===== config.mk =====
export PLATFORM = sky130hd
export DESIGN_NAME = operand_loader
export DESIGN_NICKNAME = d
export VERILOG_FILES = /design/src/rtl/operand_loader.sv
export SDC_FILE = /design/constraint.sdc
export NUM_CORES = 1
export LEC_CHECK = 0
export CAP_MARGIN = 20
export CORE_AREA = 3 3 117 119
export DETAILED_ROUTE_END_ITERATION = 10
export DIE_AREA = 0 0 120 122
export GPL_TIMING_DRIVEN = 0
export PLACE_DENSITY = 0.82
export SYNTH_ARGS = -nofsm -noshare
export SYNTH_HDL_FRONTEND = slang
export SYNTH_SLANG_ARGS = --single-unit

===== constraint.sdc =====
create_clock -name clk -period 5 [get_ports clk]
set_input_delay 0.75 -clock clk [delete_from_list [all_inputs] [get_ports clk]]
set_output_delay 0.75 -clock clk [all_outputs]
set_load 0.01 [all_outputs]

===== src/rtl/operand_loader.sv =====
// Operand entry unit: assembles NUM_OPS operands of DATA_W bits from IN_W-bit
// switch chunks, one per debounced button press, and drives a 4-digit hex display.
module operand_loader #(
    parameter int unsigned  DATA_W  = 32,
    parameter int unsigned  IN_W    = 8,
    parameter int unsigned  NUM_OPS = 2,
    localparam int unsigned CHUNKS  = DATA_W / IN_W,
    localparam int unsigned SEL_W   = $clog2(NUM_OPS + 1),
    localparam int unsigned CIDX_W  = $clog2(CHUNKS) + 1
) (
    input  logic                      clk,
    input  logic                      reset,
    input  logic                      enter,
    input  logic [IN_W-1:0]           inputdata,
    input  logic                      loaddata,
    input  logic [DATA_W-1:0]         dataR,
    input  logic [SEL_W-1:0]          disp_sel,
    input  logic                      disp_half,
    output logic [NUM_OPS*DATA_W-1:0] operands,
    output logic                      inputdata_ready,
    output logic                      busy,
    output logic [SEL_W-1:0]          op_idx,
    output logic [CIDX_W-1:0]         chunk_idx,
    output logic [6:0]                disp3,
    output logic [6:0]                disp2,
    output logic [6:0]                disp1,
    output logic [6:0]                disp0
);

    typedef enum logic [1:0] {IDLE = 2'd0, LOAD = 2'd1, DONE = 2'd2} state_t;

    state_t state_q, state_d;
    logic   enter_s1, enter_s2, enter_d, press_q;
    logic   wr_c, clr_idx_c, last_c;

    // Two-flop synchroniser, edge detect, and a registered single-cycle press
    always_ff @(posedge clk or posedge reset) begin
        if (reset) begin
            enter_s1 <= 1'b0;
            enter_s2 <= 1'b0;
            enter_d  <= 1'b0;
            press_q  <= 1'b0;
        end else begin
            enter_s1 <= enter;
            enter_s2 <= enter_s1;
            enter_d  <= enter_s2;
            press_q  <= enter_s2 & ~enter_d;
        end
    end

    assign last_c = (chunk_idx == CIDX_W'(CHUNKS - 1)) && (op_idx == SEL_W'(NUM_OPS - 1));

    always_ff @(posedge clk or posedge reset) begin
        if (reset) state_q <= IDLE;
        else       state_q <= state_d;
    end

    always_comb begin
        state_d = state_q;
        case (state_q)
            IDLE:    if (loaddata) state_d = LOAD;
            LOAD:    if (!loaddata) state_d = IDLE;
                     else if (press_q && last_c) state_d = DONE;
            DONE:    if (!loaddata) state_d = IDLE;
            default: state_d = IDLE;
        endcase
    end

    // Abort wins over a coincident press, so the write is gated by loaddata
    always_comb begin
        wr_c      = 1'b0;
        clr_idx_c = 1'b0;
        case (state_q)
            IDLE:    clr_idx_c = 1'b1;
            LOAD:    if (!loaddata) clr_idx_c = 1'b1;
                     else if (press_q) wr_c = 1'b1;
            default: ;
        endcase
    end

    always_ff @(posedge clk or posedge reset) begin
        if (reset) begin
            operands        <= '0;
            op_idx          <= '0;
            chunk_idx       <= '0;
            busy            <= 1'b0;
            inputdata_ready <= 1'b0;
        end else begin
            busy            <= (state_d == LOAD);
            inputdata_ready <= wr_c & last_c;
            for (int unsigned k = 0; k < NUM_OPS; k++) begin
                for (int unsigned c = 0; c < CHUNKS; c++) begin
                    if (wr_c && op_idx == SEL_W'(k) && chunk_idx == CIDX_W'(c))
                        operands[k*DATA_W + c*IN_W +: IN_W] <= inputdata;
                end
            end
            if (clr_idx_c) begin
                op_idx    <= '0;
                chunk_idx <= '0;
            end else if (wr_c) begin
                if (last_c) begin
                    op_idx    <= '0;
                    chunk_idx <= '0;
                end else if (chunk_idx == CIDX_W'(CHUNKS - 1)) begin
                    op_idx    <= op_idx + SEL_W'(1);
                    chunk_idx <= '0;
                end else begin
                    chunk_idx <= chunk_idx + CIDX_W'(1);
                end
            end
        end
    end

    function automatic logic [6:0] hex7(input logic [3:0] d);
        case (d)
            4'h0:    hex7 = 7'b1000000;
            4'h1:    hex7 = 7'b1111001;
            4'h2:    hex7 = 7'b0100100;
            4'h3:    hex7 = 7'b0110000;
            4'h4:    hex7 = 7'b0011001;
            4'h5:    hex7 = 7'b0010010;
            4'h6:    hex7 = 7'b0000010;
            4'h7:    hex7 = 7'b1111000;
            4'h8:    hex7 = 7'b0000000;
            4'h9:    hex7 = 7'b0010000;
            4'hA:    hex7 = 7'b0001000;
            4'hB:    hex7 = 7'b0000011;
            4'hC:    hex7 = 7'b1000110;
            4'hD:    hex7 = 7'b0100001;
            4'hE:    hex7 = 7'b0000110;
            default: hex7 = 7'b0001110;
        endcase
    endfunction

    logic [DATA_W-1:0] src_c;
    logic [31:0]       src32_c;
    logic [15:0]       slice_c;
    logic              blank_c;

    // Display source mux; bits beyond DATA_W read as zero
    always_comb begin
        src_c   = dataR;
        blank_c = (disp_sel > SEL_W'(NUM_OPS));
        for (int unsigned k = 0; k < NUM_OPS; k++) begin
            if (disp_sel == SEL_W'(k)) src_c = operands[k*DATA_W +: DATA_W];
        end
        src32_c = 32'(src_c);
        slice_c = disp_half ? src32_c[31:16] : src32_c[15:0];
    end

    always_ff @(posedge clk or posedge reset) begin
        if (reset) begin
            disp3 <= 7'b1000000;
            disp2 <= 7'b1000000;
            disp1 <= 7'b1000000;
            disp0 <= 7'b1000000;
        end else if (blank_c) begin
            disp3 <= 7'b1111111;
            disp2 <= 7'b1111111;
            disp1 <= 7'b1111111;
            disp0 <= 7'b1111111;
        end else begin
            disp3 <= hex7(slice_c[15:12]);
            disp2 <= hex7(slice_c[11:8]);
            disp1 <= hex7(slice_c[7:4]);
            disp0 <= hex7(slice_c[3:0]);
        end
    end

endmodule


**Yosys cells after proc, flatten, opt, wreduce, memory -nomap -nowiden**

Memory sizes are Yosys's and may differ from the RTL's.
Cells that the tools add are included.

- Div/mod/pow operators: 0
- Equality and inequality tests: 8
- Add/sub/neg operators: 2
- $lt $le $gt $ge: 1
- Bitwise gates (word level): 3
- Reduce and logical (&&, ||, !) cells: 19
- Multiply operators: 0
- Mux-type cells: 25
- Shift operators: 0

Operators with widths:

| kind | count |
|---|---|
| 32-bit 2-to-1 mux | 2 |
| 7-bit 2-to-1 mux | 4 |
| 16-bit 2-to-1 mux | 1 |
| 2-bit 2-to-1 mux | 8 |
| 1-bit logical AND | 12 |
| 3-bit 2-to-1 mux | 4 |
| 2-bit by 1-bit == test with 1-bit output (second input constant) | 4 |
| 3-bit by 2-bit == test with 1-bit output (second input constant) | 2 |
| 2-bit zero test | 3 |
| 2-bit one-hot mux with 3 select lines | 1 |
| 1-bit 2-to-1 mux | 4 |
| 3-bit by 1-bit adder with 3-bit output (second input constant) | 1 |
| 3-bit by 1-bit == test with 1-bit output (second input constant) | 1 |
| 3-bit zero test | 1 |
| 3-bit nonzero test | 1 |
| 2-bit by 1-bit adder with 2-bit output (second input constant) | 1 |
| 1-bit AND | 2 |
| 2-bit == test (second input constant) | 1 |
| 2-bit > comparator (second input constant) | 1 |
| 1-bit one-hot mux with 2 select lines | 1 |
| 2-bit AND reduction | 1 |
| 2-bit nonzero test | 1 |
| 1-bit NOT | 1 |

- Memory bits (writable): 0
- Memories: 4
- Input port bits: 47
- Register bits after elaboration: 105
- ROM bits: 448
- Latch bits: 0
- Output and inout port bits: 99

Memories:

| name | depth | width | rd ports | clocked after Yosys merged registers in | wr ports | line | source |
|---|---|---|---|---|---|---|---|
| (no name shown) | 16 | 7 | 1 | 0 | 0 | 115 | `case (d)` |
| (no name shown) | 16 | 7 | 1 | 0 | 0 | 115 |  |
| (no name shown) | 16 | 7 | 1 | 0 | 0 | 115 |  |
| (no name shown) | 16 | 7 | 1 | 0 | 0 | 115 |  |

**Logic depth before layout (Yosys ltp)**

- Depth in word-level cells: 7
- Mapped depth: 12

**Worst setup path after synthesis**

Ideal clock, no wire load.

- Kind: input to register
- From: input disp_half
- To: register disp1[0]
- Required time: 4.866 ns
- Setup time: 0.134 ns
- Buffers on the path: 1
- Path slack: 2.173 ns
- Stages on the path: 8
- Data arrival time: 2.693 ns
- Cells stage by stage: buf_6 > mux4_2 > o21ai_0 > inv_1 > ha_1 > or3_1 > o221ai_1 > nand2_1

- Word-level cells in the longest chain between the ends: 3

RTL lines:

| item | line | source |
|---|---|---|
| from (decl) | 18 | `input logic disp_half,` |
| 16-bit 2-to-1 mux | 148 | `slice_c = disp_half ? src32_c[31:16] : src32_c[15:0];` |
| memory read 16 x 7 bit | -- |  |
| 7-bit 2-to-1 mux | 157 | `end else if (blank_c) begin` |
| to (signal assigned) | 165 | `disp1 <= hex7(slice_c[7:4]);` |
| to (decl) | 26 | `output logic [6:0] disp1,` |

Every way passes these cells.
A chain may end at the register's enable or synchronous reset.

**Final worst setup path**

- From: input disp_sel[0]
- To: register disp1[0]

- Word-level cells in the longest chain between the ends: 6

RTL lines:

| item | line | source |
|---|---|---|
| from (decl) | 17 | `input logic [SEL_W-1:0] disp_sel,` |
| 2-bit zero test | 145 | `if (disp_sel == SEL_W'(k)) src_c = operands[k*DATA_W +: DATA_W];` |
| 32-bit 2-to-1 mux (2 in series) | 145 |  |
| 16-bit 2-to-1 mux | 148 |  |
| memory read 16 x 7 bit | -- |  |
| 7-bit 2-to-1 mux * | 157 |  |

Mark *: on every way between the ends. The rest lies on a longest branch, timed or not.

==> metrics.txt <==
final core utilization=between 60% and 70%; postcts setup bufs=0; IO buf count=around 140; remaining global-route overflow=0; yosys warns=0; WHS=between 0.3 and 0.4 ns; wire length per cell=slightly below 20 µm; Cell Pwr Density=roughly 270 nW/µm²; CTS tree=yes; top post-synthesis cells by count=101 x dfrtp_1, 73 x mux2_2, 36 x nand2_1; worst endpoint required time=5.21 ns; Die Width=~120 µm; Main synth FF type=dfrtp_1; minimum clock period=3.56 ns; ys async rst share=100%; total wire length=15,400 µm; critical path class=input port to flop; Slew HR=33.5%; Post-synth EDFFs=0; CP cell instances=clkdlybuf4s50_1 -> buf_6 -> buf_6 -> mux4_2 -> o21ai_0 -> inv_1 -> ha_1 -> or3_1 -> o221ai_1 -> nand2_1; FMAX=281 MHz; placer congestion estimate=slightly above 0.9; crit start category=input port; clock skew=0.00890 ns; Hold Crit Class=flop to flop; Hold-fix buffers, CTS=0; io pins=146; gr usage total=21.6%; Post-Syn Area=5670 µm²; Worst-Skew Late Latency=between 0.3 and 0.4 ns; Adder-Cell Fraction of Synth Area=between 6 and 7%; CTS Buf Count=9; RSZ-0062 raised after global routing=false; Ant. Diodes=0; area leader, netlist=dfrtp_1; pin count of the biggest net entering global routing=between 50 and 60; DR iter-0 viols=205; first-pass GRT wire length=between 20,000 and 25,000 µm; # DRC=0; syn_nets=520; Synth area leaders=dfrtp_1 45%, mux2_2 15%, ha_1 6.2%; Layout fillers=just over 1,000; maxcap violations=0; Vias/cell=between 5 and 6; synthesis-to-layout area growth=34.5%; worst slew pin tran=about 0.99 ns; Final TNS setup=0 ns; fin nets=roughly 680; Seq/Total Area, Yosys=46.5%; Worst Path Max Fanout=10; R2R setup slack=2.32 ns; count leader, synth=dfrtp_1; largest family of logic cells by synthesized area=multiplexers; Final Worst Setup Slack=1.44 ns; post_cts resized=0; Peak VDD IR=176 µV; die height=122 µm; Mapped Cells=445; vias in the first global route=approximately 4,500; synthesized flop and latch total=roughly 110; drt pass-1 iters=4; clk buf depth=2; CTS root buf=clkbuf_16; Distinct cells, synth=58; Die Area=14,600 µm²; endpoints failing setup=0; Simple-Gate Fraction of Synth Area=7.20%; Final Hold Fails=0; ANT nets after route=0; syn avg cell area=about 13 µm²; complex-gate fraction of the synthesized area=8.02%; layout cells sized above 1=21.8%; H-tree depth=3; Clock transition at path regs=approximately 0.070 ns; core area=12,700 µm²; CP max-delay cell=clkdlybuf4s50_1; DP Worst Slack=1.10 ns; mux cell area share after synthesis=approximately 28%; max-slew violations=0; status=completed; overall power=2.07 mW; Initial Util=44.7%; Yosys top cell area share=around 45%; Worst EP arrival=3.76 ns; area of the multi-input gates=~2800 µm²; register area=2630 µm²; Site Rows=41; Post-Synth XOR/XNOR Area=less than 1%; DR vias=between 4,000 and 5,000; Most Frequent Cell on Critical Path=buf_6; Detailed Place HPWL=roughly 12,000 µm; final worst-path cycle share=71.1%; initial antenna violation count=0; Leakage=between 3 and 4 nW; Setup crit end kind=flop; CP max stage delay=0.61 ns; Num Clock Sinks=about 110
critical path, delay by kind of cell:
kind / cells / cell delay, ns
buffers and inverters: 4 / 1.23
adder cells (fa/ha/maj): 1 / 0.29
AND/OR/NAND/NOR: 2 / 0.46
multiplexers: 1 / 0.34
AO/OA/AOI/OAI: 2 / 0.68
layout make-up:
| type | instances | area share, % |
|---|---|---|
| buffer | 18 | 1.76 |
| sequential | 105 | 34.5 |
| clock buffer | 10 | 3.00 |
| clock inverter | 6 | 0.657 |
| inverter | 22 | 1.12 |
| multi-input combinational | 300 | 37.0 |
| tap | 172 | 2.82 |
| timing repair buffer | 144 | 19.1 |
worst paths after layout:
kind,to,cells past startpoint,from
max reg2reg,disp1[0],7,operands[53]
min in group asynchronous,disp3[4],2,reset
min reg2reg,enter_s2,0,enter_s1
max,disp1[0],10,disp_sel[0]
min,enter_s2,0,enter_s1
max in group asynchronous,disp3[6],3,reset
cell families after synthesis:
| logic type | Yosys count |
|---|---|
| xor+xnor | 2 |
| simple gates | 76 |
| fa+ha+maj | 28 |
| flops | 105 |
| buf+inv | 40 |
| compound gates | 65 |
| mux | 129 |
layer usage:
layer	GRT usage, %	vias up	part of all wire, %
met5	0	-	0
met4	8.38	0	2.1
met3	4.87	26	6.1
met2	37.0	148	50
met1	26.6	2139	41
li1	-	1942	-
placed cells by master (no fill, tap or decap), types with 3 or more instances in the layout:
cell and instances:
a21oi_1 8, clkdlybuf4s50_1 143, nand3_1 4, clkbuf_1 5, nor3b_2 3, a221o_1 5
o211ai_1 4, buf_4 5, ha_1 28, mux2_2 73, buf_6 6, o221ai_1 8
and2_1 4, o21ai_0 7, mux4_2 12, inv_1 19, nand3b_1 3, mux2_1 6
o21ai_1 10, nor2_1 5, mux2i_1 33, nand2_1 36, dfstp_2 4, clkbuf_16 9
a22oi_1 3, dfrtp_1 101, a31oi_1 5, nor2b_1 5
per-stage QoR:
step / cell area, µm² / instances
after floorplan: 5670 / 445
after global placement: 7310 / 760
after detailed placement: 7340 / 761
after CTS: 7620 / 777
after global routing: 7620 / 777
final: 7620 / 777
sequential cells by signal (all words and copies together) (netlist names), 2 cells and up:
register	cells
disp2	7
disp0	7
op_idx	2
disp3	7
chunk_idx	3
state_q	2
operands	64
disp1	7
where the power goes:
| group | total (mW) | leakage (nW) | internal [mW] | switching [mW] |
|---|---|---|---|---|
| Sequential | 0.939 | 1.37 | 0.908 | 0.0303 |
| Clock | 0.676 | 0.135 | 0.345 | 0.331 |
| Combinational | 0.459 | 1.93 | 0.242 | 0.217 |
| Total | 2.07 | 3.43 | 1.50 | 0.578 |
(Power assumes the default switching activity.)
